===== config.mk =====
export PLATFORM = sky130hd
export DESIGN_NAME = cache_req_frontend
export DESIGN_NICKNAME = d
export VERILOG_FILES = /design/src/rtl/cache_req_frontend.sv
export SDC_FILE = /design/constraint.sdc
export NUM_CORES = 1
export LEC_CHECK = 0
export ABC_AREA = 1
export CAP_MARGIN = 20
export CORE_MARGIN = 5
export CORE_UTILIZATION = 58
export DETAILED_ROUTE_END_ITERATION = 6
export PLACE_DENSITY = 0.93
export SLEW_MARGIN = 25
export SYNTH_ARGS = -nofsm -noshare
export SYNTH_HDL_FRONTEND = slang
export SYNTH_SLANG_ARGS = --single-unit
export TNS_END_PERCENT = 50

===== constraint.sdc =====
create_clock -name clk -period 6.2 [get_ports clk]
set_clock_uncertainty 0.15 [all_clocks]
set_input_delay 0.62 -clock clk [delete_from_list [all_inputs] [get_ports clk]]
set_output_delay 0.62 -clock clk [all_outputs]
set_load 0.05 [all_outputs]

===== src/rtl/cache_req_frontend.sv =====
// Request queue + single-outstanding cache probe FSM with refill on read miss.
// Keeps saturating hit/miss probe statistics.
module cache_req_frontend #(
  parameter int DEPTH = 4,
  parameter int CNT_W = 16
) (
  input  logic             clk,
  input  logic             reset,
  input  logic             req_valid,
  output logic             req_ready,
  input  logic [31:0]      req_addr,
  input  logic             req_write,
  input  logic [31:0]      req_wdata,
  output logic [31:0]      cache_address,
  output logic             cache_is_write,
  output logic [31:0]      cache_write_data,
  input  logic             cache_hit,
  input  logic [31:0]      cache_read_data,
  output logic             rsp_valid,
  input  logic             rsp_ready,
  output logic [31:0]      rsp_rdata,
  output logic             rsp_hit,
  output logic             rsp_write,
  output logic             busy,
  output logic [CNT_W-1:0] hit_count,
  output logic [CNT_W-1:0] miss_count
);

  localparam int AW = $clog2(DEPTH);

  typedef enum logic [1:0] {
    IDLE, ISSUE, REFILL, RESP
  } state_e;

  state_e state_q, state_d;

  logic [31:0] fa_q [DEPTH];
  logic        fw_q [DEPTH];
  logic [31:0] fd_q [DEPTH];

  logic [AW-1:0] wp_q, rp_q;
  logic [AW:0]   cnt_q;

  logic [31:0] h_addr_q, h_wdata_q;
  logic        h_write_q;
  logic [31:0] rdata_q;
  logic        hit_q;
  logic [CNT_W-1:0] hits_q, miss_q;

  logic full, empty, push, pop;

  assign full  = (cnt_q == (AW+1)'(DEPTH));
  assign empty = (cnt_q == '0);
  assign req_ready = !reset && !full;
  assign push  = req_valid && req_ready;
  assign pop   = (state_q == IDLE) && !empty;

  always_comb begin
    state_d = state_q;
    unique case (state_q)
      IDLE:    if (!empty) state_d = ISSUE;
      ISSUE:   state_d = (h_write_q || cache_hit) ? RESP : REFILL;
      REFILL:  state_d = RESP;
      RESP:    if (rsp_ready) state_d = IDLE;
      default: state_d = IDLE;
    endcase
  end

  // Queue storage needs no reset; pointers and count define validity.
  always_ff @(posedge clk) begin
    if (push) begin
      fa_q[wp_q] <= req_addr;
      fw_q[wp_q] <= req_write;
      fd_q[wp_q] <= req_wdata;
    end
  end

  always_ff @(posedge clk) begin
    if (reset) begin
      state_q   <= IDLE;
      wp_q      <= '0;
      rp_q      <= '0;
      cnt_q     <= '0;
      h_addr_q  <= '0;
      h_write_q <= 1'b0;
      h_wdata_q <= '0;
      rdata_q   <= '0;
      hit_q     <= 1'b0;
      hits_q    <= '0;
      miss_q    <= '0;
    end else begin
      state_q <= state_d;
      if (push) wp_q <= wp_q + AW'(1);
      if (pop)  rp_q <= rp_q + AW'(1);
      if (push && !pop) cnt_q <= cnt_q + (AW+1)'(1);
      if (!push && pop) cnt_q <= cnt_q - (AW+1)'(1);
      if (pop) begin
        h_addr_q  <= fa_q[rp_q];
        h_write_q <= fw_q[rp_q];
        h_wdata_q <= fd_q[rp_q];
      end
      if (state_q == ISSUE) begin
        hit_q   <= cache_hit;
        rdata_q <= h_write_q ? 32'h0 : cache_read_data;
        if (cache_hit) begin
          if (hits_q != '1) hits_q <= hits_q + CNT_W'(1);
        end else begin
          if (miss_q != '1) miss_q <= miss_q + CNT_W'(1);
        end
      end
      if (state_q == REFILL) rdata_q <= cache_read_data;
    end
  end

  // Address stays on the last issued request between probes.
  assign cache_address    = h_addr_q;
  assign cache_is_write   = (state_q == ISSUE) && h_write_q;
  assign cache_write_data = (state_q == ISSUE) ? h_wdata_q : 32'h0;

  assign rsp_valid  = (state_q == RESP);
  assign rsp_rdata  = rdata_q;
  assign rsp_hit    = hit_q;
  assign rsp_write  = h_write_q;
  assign busy       = (state_q != IDLE) || !empty;
  assign hit_count  = hits_q;
  assign miss_count = miss_q;

endmodule


# Word-level counts from Yosys, hierarchy flattened
# Memories as Yosys holds them, arrays and structs flattened. A register that Yosys moved wholly into a read port is not among the register bits.
# Cells that the tools add are included.
# classes
n_addsub	6
n_eq_ne	8
mux	12
n_bitwise	1
reduce_logical	21
# ops
op	count
$mux W32	4
$add A16 B1 Y16 const B	2
$ne A16 B16 Y1 const B	2
$pmux W2 S4	1
$logic_and A1 B1 Y1	6
$mux W3	2
$reduce_and A3 Y1	2
$reduce_bool A2 Y1	3
$logic_not A1 Y1	5
$add A2 B1 Y2 const B	2
$eq A2 B2 Y1 const B	2
$mux W2	2
$add A3 B1 Y3 const B	1
$eq A3 B3 Y1 const B	1
$logic_not A3 Y1	1
$mux W1	3
$sub A3 B1 Y3 const B	1
$eq A2 B1 Y1 const B	1
$logic_not A2 Y1	1
$logic_or A1 B1 Y1	2
$ne A2 B1 Y1 const B	1
$ne A2 B2 Y1 const B	1
$reduce_and A2 Y1	1
$not A1 Y1	1
# word_totals
regBits	74
mem_bits_rw	260
input_bits	102
output_inout_bits	134
elab_cells	59
memories	3
# memory_table
name	words	word_bits	read_ports	rd_ports_with_merged_regs	write_ports	line	source
fa_q	4	32	1	1	1	37	logic [31:0] fa_q [DEPTH];
fd_q	4	32	1	1	1	39	logic [31:0] fd_q [DEPTH];
fw_q	4	1	1	1	1	38	logic fw_q [DEPTH];

# Logic depth before layout (Yosys ltp)
# logic_depth
depth_word	7
mapped_depth	13
ltp_nobuf	11

# Worst setup path after synthesis
# Ideal clock, no wire load.
# synth_timing
path_type	input -> register
startpoint	input port reset
endpoint	memory fa_q[0][0], enable pin
setup_ns	0.488
t_arrival_ns	4.708
t_required_ns	5.562
setup_slack_ns	0.854
cell_stages	3
n_path_buf	0
cell_sequence	a31oi_1 nand2_1 nor2_1
# synth_between
elab_chain_len	5
# synth_rtl
element	line	source
start, declared	8	input logic reset,
$logic_not A1 Y1	54	assign req_ready = !reset && !full;
$logic_and A1 B1 Y1	54	
$logic_and A1 B1 Y1	55	assign push = req_valid && req_ready;
$mux W1	71	if (push) begin
$mux W1 (implied by the code)	72	fa_q[wp_q] <= req_addr;
end, declared	37	
# Every way passes these cells.

# Final worst setup path
# layout_timing
startpoint	register state_q[0]
endpoint	register cnt_q[1]
# layout_between
elab_chain_len	5
elab_cells_between_ends	7
classes_between	mux (1); reduce/logical (6)
# layout_rtl
element	line	source
start, declared	35	state_e state_q, state_d;
start signal, assigned	92	state_q <= state_d;
$logic_not A2 Y1 (*)	56	assign pop = (state_q == IDLE) && !empty;
$logic_and A1 B1 Y1 (*)	56	
$logic_not A1 Y1	95	if (push && !pop) cnt_q <= cnt_q + (AW+1)'(1);
$logic_and A1 B1 Y1	95	
$reduce_bool A2 Y1 (no line)	-	
end signal, assigned	95	
end signal, assigned	96	if (!push && pop) cnt_q <= cnt_q - (AW+1)'(1);
end, declared	42	logic [AW:0] cnt_q;
# Mark *: on every way between the ends. The rest lies on a longest branch, timed or not.
# A chain may end at the register's enable or synchronous reset.

==> flow_summary.yaml <==
logic_synthesis:
  syn_avg_cell_area_um2: 10.5
  ys_seq_elements: 399
  async_flop_share: 0
  synth_seq_area_share: 0.679
  syn-cell-area_mm2: 0.0156
  yosysWarnings: 0
  synth.area.top_cells: "edfxtp_1 50%, dfxtp_1 18%, nor2_1 8.1%"
  ys.flop_type: "edfxtp_1"
  yosysTopAreaCell: "edfxtp_1"
  netlist_instances: 1488
  syn_nets: 1603
  synth_edf_count: 260
  synth_top_area_share: 0.501
  synth_cell_type_count: 33
routing:
  drt-initial-drc-count: 1391
  wire_per_inst_um: 18.9
  viasPerCell: 5.81
  detail-route-antenna-nets: 0
  via_count: 12000
  dr.pass1.iters: 5
  routed_wl_um: 38800
  drc: 0
floorplan:
  rows: 60
  die_height_um: 174
  initial_core_util: 0.583
  die_x_um: 174
  coreArea_mm2: 0.0267
  pin_count: 236
  die_area_mm2: 0.0303
setup_path:
  setup.worst_path.end_class: "flop"
  slowest_delay_ns: 0.99
  crit_path_start_kind: "flop"
  critPathKind: "flop to flop"
  cp_max_fo: 67
  crit_chain: "inv_1, ha_1, nand2_2, buf_4, clkinv_2, ha_1, inv_1, fa_1, nor2_1, a21oi_1, nor2_1"
  slowest_stage: "clkinv_2"
  critical_path_required_ns: 6.52
  crit_arrival_ns: 4.35
cts:
  cts_root_buf: "clkbuf_16"
  clock-sinks: 399
  clk_latency_ns: 0.53
  clkTransAtPathRegs_ns: 0.06
  cts_resized: 0
  clockBufferDepth: 3
  hold_buffers: 0
  cts_tree: "done"
  post_cts_buffers: 0
  cts.htree.levels: 2
  numCtsBuffers: 39
finish:
  seq_area_mm2: 0.0106
  multi_input_area_mm2: 0.00433
  syn_to_final_growth_pct: 24.5
  nets: 1800
  final_common_cell: "nor2_1"
  fill_cells: 1652
  layout-drive-gt1-share: 0.0612
  layout.cells.most_common_list: "333 x nor2_1, 260 x edfxtp_1, 235 x clkdlybuf4s50_1"
placement:
  gp_congestion: 0.870
  pre_cts_ws_ns: 2.18
  dp_hpwl_um: 22500
  io_buffers: 235
flow_run:
  drv_cap: 0
power_and_ir_drop:
  p_comb_frac: 0.314
  p_per_area_mw_per_mm2: 432
  p_sw_uw: 3010
  pwr-share-clk: 0.289
  switching_share: 0.358
  seqPwrFrac: 0.397
  intPower_uw: 5380
  irDropWorstVdd_mv: 0.298
  p_leak_uw: 0.00705
sta:
  setup_viol: 0
  layout_setup_ws_ns: 2.17
  period_needed_ns: 4.03
  max_slew_margin: 0.322
  worst_pin_slew_ns: 1.02
  fmaxAchievable_ghz: 0.248
  period_share: 0.650
  rsz0062_at_grt: "no"
  hold_viol_final: 0
  tns_ns: 0
  drv_slew: 0
global_routing:
  grt_pass1_vias: 11800
  grt_max_degree: 136
  grt_usage: 0.245
  grt_pass1_wl_um: 60100
  antenna_found_initial: 4
  overflow: 0
worst_hold_path:
  hold_class: "flop to flop"
run_status:
  status: "finished clean"
[sequential cells by signal (all words and copies together), names as in the netlist, 3 cells and up]
register / count
hit_count: 16
h_wdata_q: 32
cnt_q: 3
fd_q: 128
miss_count: 16
rsp_rdata: 32
cache_address: 32
fw_q: 4
fa_q: 128
[power by group through the flow]
stage / clock network (µW) / registers (µW) / logic, µW
after CTS: 2440 / 3320 / 2640
after floorplan: 0 / 3940 / 1220
after global placement: 0 / 3360 / 2520
final: 2420 / 3330 / 2640
after global routing: 2560 / 3360 / 2830
after detailed placement: 0 / 3370 / 2610
[worst max-delay path: cells and delay by family (launching register included)]
| family | cells | cell delay (ns) |
|---|---|---|
| adders and majority gates | 3 | 1.20 |
| DFF | 1 | 0.41 |
| and+or+nand+nor | 3 | 0.26 |
| AOI/OAI and AO/OA | 1 | 0.05 |
| buffers and inverters | 4 | 1.86 |
[cell families after synthesis]
kind of cell	share of synthesized area
compound gates	0.126
xor+xnor	0.000562
fa+ha+maj	0.0109
buf+inv	0.0456
flops	0.679
simple gates	0.138
[stage by stage]
| stage | hold WS, ns | cells | util | area, µm² | total power, µW |
|---|---|---|---|---|---|
| floorplan | 0.319 | 1488 | - | 15600 | 5150 |
| global placement | 0.346 | 1985 | 0.675 | 18000 | 5880 |
| detailed placement | 0.355 | 1985 | 0.676 | 18100 | 5980 |
| CTS | 0.369 | 2057 | 0.726 | 19400 | 8400 |
| global route | 0.404 | 2058 | 0.726 | 19400 | 8750 |
| finish | 0.372 | 2058 | 0.726 | 19400 | 8380 |
[final cells by class]
class,instances,share of cell area
multi-input combinational,926,0.223
tap,341,0.0220
timing repair buffer,243,0.125
sequential,399,0.546
antenna,1,0.000129
clock buffer,55,0.0599
clock inverter,17,0.00903
inverter,76,0.0154
[path summary, 6_finish.rpt]
| path | from | to | slack [ns] | cells after the start |
|---|---|---|---|---|
| hold reg to reg | wp_q[1] | wp_q[1] | 0.37 | 2 |
| hold / removal | wp_q[1] | wp_q[1] | 0.37 | 2 |
| setup / recovery | state_q[0] | cnt_q[1] | 2.17 | 11 |
| setup reg to reg | state_q[0] | cnt_q[1] | 2.17 | 11 |
[routing by layer]
layer,GRT usage,wire (µm),vias to the layer above
met1,0.302,14700,5668
met2,0.431,19500,674
met5,0,40,-
met4,0.0851,1140,6
li1,-,-,5518
met3,0.0500,3460,95
[cells in the mapped netlist, types with 4 or more instances]
library cell and instances:
a21oi_1 64, buf_2 22, buf_4 12, clkbuf_1 47, dfxtp_1 139, edfxtp_1 260
ha_1 12, inv_1 72, nand2_1 142, nand3_1 33, nand3b_1 4, nor2_1 337
nor2_2 7, o21ai_0 191, o21ai_1 53, o22ai_1 65
Note: power is estimated with default switching activity, not from simulation.
